### config.mk
export PLATFORM = sky130hd
export DESIGN_NAME = reg_dump_ctrl
export DESIGN_NICKNAME = d
export VERILOG_FILES = /design/src/rtl/reg_dump_pkg.sv /design/src/rtl/reg_dump_ctrl.sv
export SDC_FILE = /design/constraint.sdc
export NUM_CORES = 1
export LEC_CHECK = 0
export ABC_AREA = 1
export BUFFER_PORTS_ARGS = -buffer_cell sky130_fd_sc_hd__clkbuf_2
export CAP_MARGIN = 0
export CORE_MARGIN = 4
export CORE_UTILIZATION = 50
export DETAILED_ROUTE_END_ITERATION = 10
export PLACE_DENSITY = 0.79
export SYNTH_ARGS = -nofsm -noshare
export SYNTH_HDL_FRONTEND = slang
export SYNTH_SLANG_ARGS = --single-unit
### constraint.sdc
create_clock -name clk -period 1.8 [get_ports clk]
set_clock_uncertainty 0.1 [all_clocks]
set_input_delay 0 -clock clk [delete_from_list [all_inputs] [get_ports clk]]
set_output_delay 0 -clock clk [all_outputs]
set_load 0.01 [all_outputs]
### src/rtl/reg_dump_pkg.sv
// Shared types for the register-file dump sequencer.
package reg_dump_pkg;

    typedef enum logic [2:0] {
        IDLE  = 3'd0,
        FETCH = 3'd1,
        SEND0 = 3'd2,
        SEND1 = 3'd3,
        DONE  = 3'd4
    } state_e;

endpackage

### src/rtl/reg_dump_ctrl.sv
// Register-file dump sequencer: fetches register pairs over both read ports
// and streams them one word per beat on a valid/ready interface.
module reg_dump_ctrl
    import reg_dump_pkg::*;
#(
    parameter int unsigned DataWidth  = 64,
    parameter int unsigned NumRegs    = 32,
    parameter int unsigned IndexWidth = $clog2(NumRegs)
) (
    input  logic                  clk,
    input  logic                  rst,
    input  logic                  start,
    output logic [IndexWidth-1:0] readAddr1,
    output logic [IndexWidth-1:0] readAddr2,
    input  logic [DataWidth-1:0]  readData1,
    input  logic [DataWidth-1:0]  readData2,
    output logic                  wr_block,
    output logic                  busy,
    output logic                  out_valid,
    input  logic                  out_ready,
    output logic [DataWidth-1:0]  out_data,
    output logic [IndexWidth-1:0] out_idx,
    output logic                  out_last,
    output logic                  done
);

    localparam logic [IndexWidth-1:0] LastIdx = IndexWidth'(NumRegs - 1);

    state_e                state, state_nxt;
    logic [IndexWidth-1:0] base, base_nxt;       // 2p: even index of current pair
    logic [IndexWidth-1:0] odd_idx;
    logic [DataWidth-1:0]  buf1, buf1_nxt;       // out_data doubles as the even-word capture
    logic [IndexWidth-1:0] addr1_nxt, addr2_nxt;
    logic [DataWidth-1:0]  data_nxt;
    logic [IndexWidth-1:0] idx_nxt;
    logic                  last_nxt, valid_nxt, busy_nxt, done_nxt;

    assign odd_idx  = base | IndexWidth'(1);
    assign wr_block = busy;

    // State and registered outputs
    always_ff @(posedge clk) begin
        if (!rst) begin
            state     <= IDLE;
            base      <= '0;
            buf1      <= '0;
            readAddr1 <= '0;
            readAddr2 <= IndexWidth'(1);
            out_data  <= '0;
            out_idx   <= '0;
            out_last  <= 1'b0;
            out_valid <= 1'b0;
            busy      <= 1'b0;
            done      <= 1'b0;
        end else begin
            state     <= state_nxt;
            base      <= base_nxt;
            buf1      <= buf1_nxt;
            readAddr1 <= addr1_nxt;
            readAddr2 <= addr2_nxt;
            out_data  <= data_nxt;
            out_idx   <= idx_nxt;
            out_last  <= last_nxt;
            out_valid <= valid_nxt;
            busy      <= busy_nxt;
            done      <= done_nxt;
        end
    end

    // Next state; beat fields only change on a handshake or a fresh fetch
    always_comb begin
        state_nxt = state;
        base_nxt  = base;
        buf1_nxt  = buf1;
        addr1_nxt = readAddr1;
        addr2_nxt = readAddr2;
        data_nxt  = out_data;
        idx_nxt   = out_idx;
        last_nxt  = out_last;

        case (state)
            IDLE: begin
                if (start) begin
                    state_nxt = FETCH;
                    base_nxt  = '0;
                    addr1_nxt = '0;
                    addr2_nxt = IndexWidth'(1);
                end
            end
            FETCH: begin
                data_nxt  = readData1;
                buf1_nxt  = readData2;
                idx_nxt   = base;
                last_nxt  = 1'b0;
                state_nxt = SEND0;
            end
            SEND0: begin
                if (out_ready) begin
                    data_nxt  = buf1;
                    idx_nxt   = odd_idx;
                    last_nxt  = (odd_idx == LastIdx);
                    state_nxt = SEND1;
                end
            end
            SEND1: begin
                if (out_ready) begin
                    last_nxt = 1'b0;
                    if (odd_idx == LastIdx) begin
                        state_nxt = DONE;
                    end else begin
                        base_nxt  = base + IndexWidth'(2);
                        addr1_nxt = base + IndexWidth'(2);
                        addr2_nxt = base + IndexWidth'(3);
                        state_nxt = FETCH;
                    end
                end
            end
            DONE:    state_nxt = IDLE;
            default: state_nxt = IDLE;
        endcase

        valid_nxt = (state_nxt == SEND0) || (state_nxt == SEND1);
        busy_nxt  = (state_nxt != IDLE);
        done_nxt  = (state_nxt == DONE);
    end

endmodule

==> results_dict.tcl <==
set metrics [dict create \
    crit_path_start "state[0]" \
    ant_nets 0 \
    r2r-start "state[0]" \
    die_w_um 121 \
    postSynthCellCount 888 \
    p_per_area_nw_per_um2 985 \
    cts_root_buf "clkbuf_16" \
    insertion_delay_ns 0.42 \
    cts.clk_slew.worst_paths_ns 0.06 \
    ys_ff_latch 147 \
    synth_edf_count 0 \
    power_uw 9170 \
    synth_fp_nets 1022 \
    syn_area_per_cell_um2 7.18 \
    cp_max_fo 35 \
    layout-area-overhead-vs-synth_pct 45.9 \
    finalSetupTns_ns 0 \
    hold_viol 0 \
    cts-resized-gates 0 \
    r2r_cells 6 \
    syn_area_um2 6380 \
    nFillCells 839 \
    outcome "finished clean" \
    p_leak_uw 0.00451 \
    cts_sinks 147 \
    r2r_slack_ns 0.17 \
    coreArea_um2 12300 \
    crit_top_cell "nor2_1" \
    multiInputGateArea_um2 2790 \
    hp-start "readData2[8]" \
    critical_path_depth 6 \
    min_path_type "in2reg" \
    grt_pass1_wl_um 32100 \
    slowest_stage "dfxtp_1" \
    cts_buffers 17 \
    dp_slack_ns 0.222 \
    p_seq_share_pct 41.9 \
    worst_ir_drop_vdd_v 0.000749 \
    final_cells 1370 \
    crit_chain "inv_1 -> nand3_2 -> and2_2 -> buf_4 -> nor2_1 -> nor2_1" \
    p_sw_share_pct 29.5 \
    crit_family "simple AND/OR/NAND/NOR gates" \
    intPower_uw 6460 \
    grt-ovfl-total 0 \
    gp_congestion 0.815 \
    place_inst 1207 \
    synth_warnings 0 \
    combPwrFrac_pct 24.4 \
    dr_total_vias 7019 \
    whs_endpoint "buf1[8]" \
    critPathArrivalTime_ns 1.88 \
    seq_area_um2 2940 \
    required_ns 2.05 \
    ys_types 24 \
    floorplan.initialDensity_pct 52.0 \
    antenna_found_initial 2 \
    finish.net_count 1323 \
    end_kind "flip-flop" \
    grt_pass1_vias 6735 \
    slew_viol_final 0 \
    rsz0062_at_grt "no" \
    synthArstFlopShare_pct 0 \
    fin_crit_sh_pct 90.6 \
    hold_path_depth 4 \
    worstSetupPathType "reg2reg" \
    die_h_um 121 \
    cts_tree "built" \
    clkPwrFrac_pct 33.6 \
    io_pins 216 \
    drive_above_1_share_pct 21.4 \
    max_stage_delay_ns 0.41 \
    ys_seq_area_share_pct 46.1 \
    routed_wl_um 20300 \
    avgViaCountPerCell 5.12 \
    p_switching_uw 2710 \
    drc 0 \
    firstDrtPassIters 5 \
    drv_cap 0 \
    min_period_ns 1.63 \
    h-tree-depth 4 \
    setup_slack_ns 0.169 \
    path_buf_inv 2 \
    drt_iter0_drc 618 \
    portBuffers 214 \
    cp-start-kind "flip-flop" \
    cts_max_path_buffers 2 \
    grt_max_degree 107 \
    worstReg2RegEnd "out_data[38]" \
    track_usage_pct 27.4 \
    fin_util_pct 75.9 \
    setup_violations 0 \
    synthFlopType "dfxtp_1" \
    max_freq_mhz 613 \
    die-area_um2 14600 \
    post_drt_wl_per_cell_um 14.8 \
    dpl.hpwl_um 10600 \
    rows 40 \
]
## cell families (layout without fill, tap and decap cells)
kind of cell,Yosys count,after routing,synth area share (%)
compound gates,198,198,15.6
xor+xnor,1,1,0.137
fa+ha+maj,2,2,0.392
buf+inv,155,467,10.4
flops,147,147,46.1
other cells,1,3,0.0588
simple gates,384,384,27.3
## cells in the final DEF, fill, tap and decap left out, types with 2 or more instances in the layout
master         instances
clkinv_2               5
nand3b_1              69
o21ai_0              131
dfxtp_1              147
dlygate4sd3_1        131
buf_4                  7
clkbuf_2             213
ha_1                   2
a21oi_1               66
inv_1                 79
clkbuf_1               5
nand3_1               10
buf_12                 6
clkbuf_16             17
clkbuf_8               2
nand4_1                4
nand2_1              154
nor2_1               141
diode_2                2
## cell type report
cell class                 count  area share (%)
tap                          168            2.26
multi-input combinational    586            30.0
clock buffer                  24            5.07
timing repair buffer         357            27.4
sequential                   147            31.6
clock inverter                 6           0.350
inverter                      80            3.23
antenna                        2          0.0538
## worst max path at each step
stage,end,slack [ns]
4_1_cts,out_data[25],0.21
3_5_place_dp,busy,0.22
5_1_grt,buf1[47],0.03
2_1_floorplan,out_data[5],0.32
6_report,out_data[38],0.17
3_3_place_gp,busy,0.28
## Yosys cell counts (2+ instances only)
cell      instances  area share [%]
nor2_1          141             8.3
nand2_1         155             9.1
o21ai_0         131              10
buf_2            19             1.5
clkbuf_1         39             2.3
buf_1             4            0.24
a21oi_1          66             5.2
buf_4             9             1.1
ha_1              2            0.39
nand3b_1         69             8.1
buf_6             3            0.53
nand3_1          11            0.86
dfxtp_1         147              46
nand4_1           4            0.39
inv_1            79             4.6
## registers in the layout, indices dropped and copies added (netlist names)
name / flops
base: 2
out_valid: 1
buf1: 64
readAddr2: 5
done: 1
state: 3
out_idx: 5
out_last: 1
busy: 1
out_data: 64
## routing by layer
layer	routed length [µm]	global-route usage (%)	vias up
li1	-	-	3430
met1	7500	29.5	3180
met2	10600	49.2	322
met3	1260	6.57	87
met4	959	14.9	0
met5	0	0	-
## what timing repair did
action                                 in CTS  in global routing
endpoints found under the hold margin     139                  0
setup buffers                               0                  0
hold buffers                              131                  0
## power by group through the flow
| stage | combinational [µW] | clock (µW) | sequential, µW |
|---|---|---|---|
| CTS | 2180 | 3120 | 3840 |
| global placement | 1910 | 0 | 3890 |
| finish | 2240 | 3080 | 3850 |
| floorplan | 1210 | 0 | 3990 |
| global route | 2500 | 3260 | 3890 |
| detailed placement | 1930 | 0 | 3900 |
## through the flow
| stage | instance area (µm²) | hold slack (ns) |
|---|---|---|
| 6_report | 9310 | 0.300 |
| 5_1_grt | 9310 | 0.318 |
| 2_1_floorplan | 6380 | 0.0914 |
| 3_5_place_dp | 7490 | 0.182 |
| 3_3_place_gp | 7490 | 0.175 |
| 4_1_cts | 9300 | 0.281 |
## tightest hold or removal path, stage by stage
cell and delay (ns):
dlygate4sd3_1 0.52, clkbuf_2 0.09, o21ai_0 0.07, a21oi_1 0.10
Note: power is estimated with default switching activity, not from simulation.
